## src/rtl/stage_sequencer.sv

```systemverilog
// stage_sequencer: multicycle stage controller for the fetch/decode/execute/data/writeback datapath.
// Latency: 5 cycles per zero-wait instruction; every memory ready-low cycle adds one.
// Backpressure: holds FETCH/DATA while imem/dmem ready is low; faults after TIMEOUT_CYCLES waits.
//
// Ports:
//   i_clk, i_rst_n          clock, asynchronous active-low reset
//   i_run, i_step           continuous run level / single-instruction step pulse
//   i_halt_instr            decoder halt flag, sampled in DECODE
//   i_dmem_access           decoder load/store flag, sampled in EXEC
//   i_imem_ready            instruction memory data valid
//   i_dmem_ready            data memory access complete
//   o_stage                 one-hot stage {wb, data, exec, decode, fetch}; 0 when not executing
//   o_imem_req, o_dmem_req  memory requests
//   o_retire                writeback cycle strobe
//   o_busy                  high in FETCH..WB
//   o_halted, o_fault       sticky halt / timeout status, cleared only by reset
//   o_cycle_count, o_retired_count  performance counters (only with PERF_COUNTERS_EN)
//
// Build option: define PERF_COUNTERS_EN to add the performance counter outputs.

module stage_sequencer #(
  parameter int TIMEOUT_CYCLES = 15,
  parameter int COUNT_WIDTH    = 32
) (
  input  logic       i_clk,
  input  logic       i_rst_n,
  input  logic       i_run,
  input  logic       i_step,
  input  logic       i_halt_instr,
  input  logic       i_dmem_access,
  input  logic       i_imem_ready,
  input  logic       i_dmem_ready,
  output logic [4:0] o_stage,
  output logic       o_imem_req,
  output logic       o_dmem_req,
  output logic       o_retire,
  output logic       o_busy,
  output logic       o_halted,
  output logic       o_fault
`ifdef PERF_COUNTERS_EN
  ,
  output logic [COUNT_WIDTH-1:0] o_cycle_count,
  output logic [COUNT_WIDTH-1:0] o_retired_count
`endif
);

  // Wait counter only needs to reach TIMEOUT_CYCLES.
  localparam int CW = (TIMEOUT_CYCLES > 0) ? $clog2(TIMEOUT_CYCLES + 1) : 1;
  localparam logic [CW:0] TIMEOUT_LIM = (CW+1)'(TIMEOUT_CYCLES);

  typedef enum logic [7:0] {
    ST_IDLE   = 8'b0000_0001,
    ST_FETCH  = 8'b0000_0010,
    ST_DECODE = 8'b0000_0100,
    ST_EXEC   = 8'b0000_1000,
    ST_DATA   = 8'b0001_0000,
    ST_WB     = 8'b0010_0000,
    ST_HALT   = 8'b0100_0000,
    ST_FAULT  = 8'b1000_0000
  } state_t;

  state_t        r_state;
  state_t        w_state_nxt;
  logic          r_step_mode;
  logic          w_step_mode_nxt;
  logic          r_access;
  logic          w_access_nxt;
  logic [CW-1:0] r_wait_cnt;
  logic [CW-1:0] w_wait_cnt_nxt;
  logic [CW:0]   w_wait_cnt_inc;
  logic [CW-1:0] w_wait_cnt_sat;
  logic          w_timeout;

  assign w_wait_cnt_inc = {1'b0, r_wait_cnt} + 1'b1;
  // Saturate rather than wrap; only reachable when the timeout is disabled.
  assign w_wait_cnt_sat = (r_wait_cnt == '1) ? r_wait_cnt : w_wait_cnt_inc[CW-1:0];
  // This ready-low cycle would be wait number TIMEOUT_CYCLES: give up.
  assign w_timeout = (TIMEOUT_CYCLES != 0) && (w_wait_cnt_inc == TIMEOUT_LIM);

  always_ff @(posedge i_clk or negedge i_rst_n) begin
    if (!i_rst_n) begin
      r_state     <= ST_IDLE;
      r_step_mode <= 1'b0;
      r_access    <= 1'b0;
      r_wait_cnt  <= '0;
    end else begin
      r_state     <= w_state_nxt;
      r_step_mode <= w_step_mode_nxt;
      r_access    <= w_access_nxt;
      r_wait_cnt  <= w_wait_cnt_nxt;
    end
  end

  always_comb begin
    w_state_nxt     = r_state;
    w_step_mode_nxt = r_step_mode;
    w_access_nxt    = r_access;
    // Counter clears whenever a wait ends or is not in progress.
    w_wait_cnt_nxt  = '0;
    case (r_state)
      ST_IDLE: begin
        if (i_run) begin
          w_state_nxt     = ST_FETCH;
          w_step_mode_nxt = 1'b0;
        end else if (i_step) begin
          w_state_nxt     = ST_FETCH;
          w_step_mode_nxt = 1'b1;
        end
      end
      ST_FETCH: begin
        // Ready beats timeout, so ready in the last allowed cycle is taken.
        if (i_imem_ready) begin
          w_state_nxt = ST_DECODE;
        end else if (w_timeout) begin
          w_state_nxt = ST_FAULT;
        end else begin
          w_wait_cnt_nxt = w_wait_cnt_sat;
        end
      end
      ST_DECODE: begin
        w_state_nxt = i_halt_instr ? ST_HALT : ST_EXEC;
      end
      ST_EXEC: begin
        w_access_nxt = i_dmem_access;
        w_state_nxt  = ST_DATA;
      end
      ST_DATA: begin
        if (!r_access || i_dmem_ready) begin
          w_state_nxt  = ST_WB;
          w_access_nxt = 1'b0;
        end else if (w_timeout) begin
          w_state_nxt = ST_FAULT;
        end else begin
          w_wait_cnt_nxt = w_wait_cnt_sat;
        end
      end
      ST_WB: begin
        if (i_run && !r_step_mode) begin
          w_state_nxt = ST_FETCH;
        end else begin
          w_state_nxt     = ST_IDLE;
          w_step_mode_nxt = 1'b0;
        end
      end
      ST_HALT:  w_state_nxt = ST_HALT;
      ST_FAULT: w_state_nxt = ST_FAULT;
      default: begin
        // Illegal encoding: park safely.
        w_state_nxt     = ST_IDLE;
        w_step_mode_nxt = 1'b0;
        w_access_nxt    = 1'b0;
      end
    endcase
  end

  // Moore outputs, decoded from registered state only.
  assign o_stage    = {r_state == ST_WB, r_state == ST_DATA, r_state == ST_EXEC,
                       r_state == ST_DECODE, r_state == ST_FETCH};
  assign o_imem_req = (r_state == ST_FETCH);
  assign o_dmem_req = (r_state == ST_DATA) && r_access;
  assign o_retire   = (r_state == ST_WB);
  assign o_busy     = |o_stage;
  assign o_halted   = (r_state == ST_HALT);
  assign o_fault    = (r_state == ST_FAULT);

`ifdef PERF_COUNTERS_EN
  logic [COUNT_WIDTH-1:0] r_cycle_count;
  logic [COUNT_WIDTH-1:0] r_retired_count;

  // Both counters wrap naturally modulo 2^COUNT_WIDTH.
  always_ff @(posedge i_clk or negedge i_rst_n) begin
    if (!i_rst_n) begin
      r_cycle_count   <= '0;
      r_retired_count <= '0;
    end else begin
      if (o_busy)   r_cycle_count   <= r_cycle_count + 1'b1;
      if (o_retire) r_retired_count <= r_retired_count + 1'b1;
    end
  end

  assign o_cycle_count   = r_cycle_count;
  assign o_retired_count = r_retired_count;
`else
  // COUNT_WIDTH only shapes the counter outputs, which are absent in this build.
  if (COUNT_WIDTH < 1) begin : g_count_width_unused
  end
`endif

endmodule
```

## config.mk

```make
export PLATFORM = sky130hd
export DESIGN_NAME = stage_sequencer
export DESIGN_NICKNAME = d
export VERILOG_FILES = /design/src/rtl/stage_sequencer.sv
export SDC_FILE = /design/constraint.sdc
export NUM_CORES = 1
export LEC_CHECK = 0
export BUFFER_PORTS_ARGS = -buffer_cell sky130_fd_sc_hd__buf_2
export CORE_MARGIN = 4
export CORE_UTILIZATION = 30
export DETAILED_ROUTE_END_ITERATION = 16
export GPL_ROUTABILITY_DRIVEN = 1
export PLACE_DENSITY = 0.63
export SLEW_MARGIN = 20
export SYNTH_ARGS = -nofsm -noshare
export SYNTH_HDL_FRONTEND = slang
export SYNTH_SLANG_ARGS = --single-unit
```

## constraint.sdc

```tcl
create_clock -name i_clk -period 1.85 [get_ports i_clk]
set_input_delay 0.185 -clock i_clk [delete_from_list [all_inputs] [get_ports i_clk]]
set_output_delay 0.185 -clock i_clk [all_outputs]
set_load 0.05 [all_outputs]
```

; Word level (Yosys, flattened, before mapping)
; Index checks and enable logic that the tools add are counted.
[totals]
register_bits = 14
latch_bits = 0
ram_bits = 0
mem_bits_ro = 0
in_bits = 8
output_inout_bits = 11
word_cells = 49
n_memories = 0
[classes]
add_sub_neg = 1
mul = 0
div_mod_pow = 0
n_lt_le_gt_ge = 0
n_eq_ne = 13
shifts = 0
n_mux = 19
bitwise = 2
reduce_logical = 10
[ops]
columns = cell, count
row1 = $pmux 8 s8, 1
row2 = $mux 8, 5
row3 = $mux 4, 4
row4 = $reduce_or 6->1, 2
row5 = $eq 8x1->1 const B, 1
row6 = $eq 8x2->1 const B, 1
row7 = $eq 8x3->1 const B, 1
row8 = $eq 8x4->1 const B, 1
row9 = $eq 8x5->1 const B, 1
row10 = $eq 8x6->1 const B, 1
row11 = $eq 8x7->1 const B, 1
row12 = $eq 8x8->1 const B, 1
row13 = $pmux 4 s2, 1
row14 = $mux 7, 1
row15 = $pmux 1 s3, 2
row16 = $add 4x1->5 const B, 1
row17 = $eq 5x4->1 const B, 1
row18 = $reduce_or 5->1, 1
row19 = $eq 4x4->1 const B, 1
row20 = $mux 1, 4
row21 = $ne 3x3->1 const B, 1
row22 = $reduce_and 3->1, 1
row23 = $logic_and 1x1->1, 2
row24 = $logic_not 1->1, 2
row25 = other kinds (6), 7

; Longest topological paths before layout
[depth]
depth_word = 5
ltp_mapped = 6
depth_no_buf = 6

; Worst setup path after synthesis
; OpenSTA, ideal clock, no wires.
[synth_timing]
path_kind = register -> register
start = reg r_state[4]
end = reg r_state[6]
setup_ns = 0.068
arrival_time_ns = 2.168
t_required_ns = 1.782
setup_slack_ns = -0.387
stages_incl_launch_ff = 6
n_path_buf = 1
period_less_slack_ns = 2.237
cell_sequence = dfrtp_1 buf_6 or4_4 or3_4 nor2_1 a21o_1
[synth_via]
elab_chain_len = 2
elab_cells_between_ends = 10
classes_between = eq/ne: 9 / mux: 1
[synth_lines]
columns = item, line
row1 = start: declaration, 62  ; state_t r_state;
row2 = start signal: assignment, 87  ; r_state <= w_state_nxt;
row3 = $eq 8x7->1, n/a
row4 = via o_halted, 38  ; output logic o_halted,
row5 = $pmux 8 s8, 100  ; case (r_state)
; The timed path passes the listed nets, and every way through them passes these cells.
; A chain may end at the register's enable or synchronous reset.

; Final worst setup path
[layout_timing]
start = reg r_state[5]
end = out o_fault
[layout_via]
elab_chain_len = 1
[layout_lines]
columns = item, line
row1 = $eq 8x8->1, 164  ; assign o_fault = (r_state == ST_FAULT);
row2 = end: declaration, 39  ; output logic o_fault
; Every way passes these cells.

==> run summary <==
Run status
- result of the run: finished with violations
- violations in the final reports: negative setup slack

GRT
- GRT overflow: 0
- via count of the first global-routing pass: 866
- first-pass GRT wire length: 4.00 mm
- number of antenna violations at the first check in global routing: 0
- pin count of the biggest net entering global routing: 15
- global-route usage over all layers: 12.3%

Finish
- count of non-filler cells in the finished layout: 170
- final antenna diode count: 0
- number of nets in the layout: 150
- final-layout fill cell count: 267
- top library cells by usage in the layout, fill and taps aside: buf_4 (16), nor2_1 (12), nand2_1 (10), dfrtp_1 (10), buf_6 (8)
- fraction of final layout cells sized beyond drive strength 1: 44.6%
- Layout area overhead: 49.0%
- leading cell type in the layout, fill and taps excluded: buf_4

Logic synthesis
- number of register bits inferred by synthesis: 14
- proportion of register bits with asynchronous set or reset after synthesis: 100%
- cell type with the largest total area after synthesis: dfrtp_1
- most used flip-flop cell after synthesis: dfrtp_1
- number of enable flip-flop cells after synthesis: 0
- cell types with the largest area share after synthesis: dfrtp_1 (35%), nor2_1 (5.3%), nand2_1 (4.5%)
- post-synth net total: 113
- share of the synthesized area in the top cell type: 35.3%
- share of the yosys chip area belonging to registers: 38.1%
- post-synthesis area per instance: 8.95 um2
- post-synthesis cell area: 922 um2
- count of yosys warnings during synthesis: 0
- count of unique library cells instantiated by Yosys: 39
- Mapped Cells: 103

Clocking
- H-Tree Depth: 1
- clk_lat worst skew: 280 ps
- largest buffer count on any clock path: 2
- number of buffers created by CTS: 3
- TritonCTS clock tree: yes
- number of sinks driven by the clock tree: 14
- clock-pin slew of the registers on the worst-case setup and hold paths: 90 ps
- clock root buffer: clkbuf_4

Drt
- vias after detailed routing: 887
- drt wl/cell: 14.4 um
- drt via density: 5.22
- length of the first detailed-routing pass in iterations: 4
- detailed-route wire length: 2.45 mm
- count of routing violations after the opening detailed-route iteration: 58
- drc violations: 0
- post-detailed-route count of antenna-violating nets: 0

Timing
- relative slew slack: 71.4%
- RSZ-0062 raised after global routing: true
- setup-violating endpoint count in the final report: 4
- summed negative setup slack over all endpoints: -690 ps
- Hold Fails Final Rpt: 0
- actual transition at the worst max-transition pin: 428 ps
- f_max: 0.462 GHz
- count of pins over their slew limit: 0
- Clock Skew: 0.722 ps
- Final WS setup: -315 ps
- tightest hold margin: 59.6 ps
- min cycle time layout: 2170 ps
- final worst-path cycle share: 117%

Worst setup path
- Max Fanout on Critical Path: 3
- delay of the slowest critical-path stage: 530 ps
- kind of end point of the critical path: output pin
- register-to-register setup slack: 20 ps
- element type at the critical path start: register
- crit path buf inv count: 1
- Worst Path Arrival: 1980 ps
- crit path max-delay cell type: or4_4
- required arrival time at the worst endpoint: 1660 ps
- ordered list of cells on the worst path: or4_4 -> or3_4 -> nor3b_4 -> buf_6
- category of cells accounting for the largest share of critical-path delay: simple AND/OR/NAND/NOR gates
- classification of the worst setup path: reg -> out

Job
- max cap viols: 0

Placed design
- Final HPWL DP: 1.84 mm
- routability congestion estimate: 0.785
- Post-Place Cells: 158
- number of I/O port buffers: 18

Floorplanning
- Core Rows: 19
- starting density of the core: 32.3%
- area of the die: 4020 um2
- overall die width: 63.4 um
- Top-Level Pins: 19
- Core ar.: 2850 um2
- die boundary height: 63.4 um

Power
- Leak: 0.693 nW
- worst voltage drop across the vdd grid: 406 uV
- total power density per cell area: 868 nW/um2

Worst hold path
- classification of the worst-slack hold path: in -> reg

-- state kept, by name (all words and copies together) (netlist names) --
register and cells:
r_state 8, r_wait_cnt 4, r_step_mode 1, r_access 1
-- where the power goes --
part	internal (W)	switching [W]
Sequential	0.000354	0.0000530
Combinational	0.000265	0.000296
Clock	0.000120	0.000104
Total	0.000738	0.000454
-- worst paths after layout --
| check | start | endpoint | cells past startpoint |
|---|---|---|---|
| min reg2reg | r_step_mode | r_step_mode | 1 |
| max in group asynchronous | i_rst_n | r_state[0] | 2 |
| min in group asynchronous | i_rst_n | r_wait_cnt[0] | 2 |
| max reg2reg | r_state[5] | r_step_mode | 5 |
| min | i_halt_instr | r_state[3] | 2 |
| max | r_state[5] | o_fault | 4 |
-- timing repair --
action                                  4_1_cts  5_1_grt
setup buffers                                 1        7
hold buffers                                  1        0
pin swaps                                     0       10
gates cloned                                  0        0
endpoints found under the setup margin        8       14
hold endpoints to repair                     13        0
resized for setup                            20       30
-- kinds of logic after synthesis --
group | synth area share [%]
simple gates | 35.0
compound gates | 14.9
flops | 38.1
buf+inv | 5.43
xor+xnor | 3.80
fa+ha+maj | 2.71
-- routing by layer --
metal	up-vias	share of wire, %	track usage [%]	routed length [um]
met5	-	0	0	0
met4	0	0	1.62	0
met3	0	2.9	3.20	71
met2	12	53	22.2	1290
met1	432	44	14.8	1080
li1	443	-	-	-
-- metrics by stage --
step                      utilization, %  cell area [um2]  setup WS (ps)  total power [W]
after CTS                           43.6             1240           -332          0.00115
after global placement              38.9             1110          -83.3         0.000863
after global routing                48.2             1370           -383          0.00127
after detailed placement            38.9             1110          -87.4         0.000875
after floorplan                        -              932           -206         0.000714
final                               48.2             1370           -315          0.00119
-- final cells by class --
| class | instances | area [um2] | area share, % |
|---|---|---|---|
| multi-input combinational | 80 | 598 | 43.5 |
| timing repair buffer | 37 | 330 | 24.0 |
| sequential | 14 | 355 | 25.9 |
| clock buffer | 4 | 36.3 | 2.64 |
| tap | 31 | 38.8 | 2.82 |
| inverter | 4 | 15.0 | 1.09 |
-- cell usage after synthesis, types with 2 or more instances --
master    count
o21ai_0       3
nand3_1       4
nor2_1       13
nor4b_1       2
nor3_1        3
inv_1         4
ha_1          2
and3_1        2
xor2_1        2
and4b_1       2
a21o_1        5
nand4b_1      3
nor3b_1       2
nand2_1      11
a21oi_1       3
buf_4         2
xnor2_1       2
nand2b_1      4
dfrtp_1      13
nor2b_1       2
No activity file was read; power rests on OpenSTA's default activity.
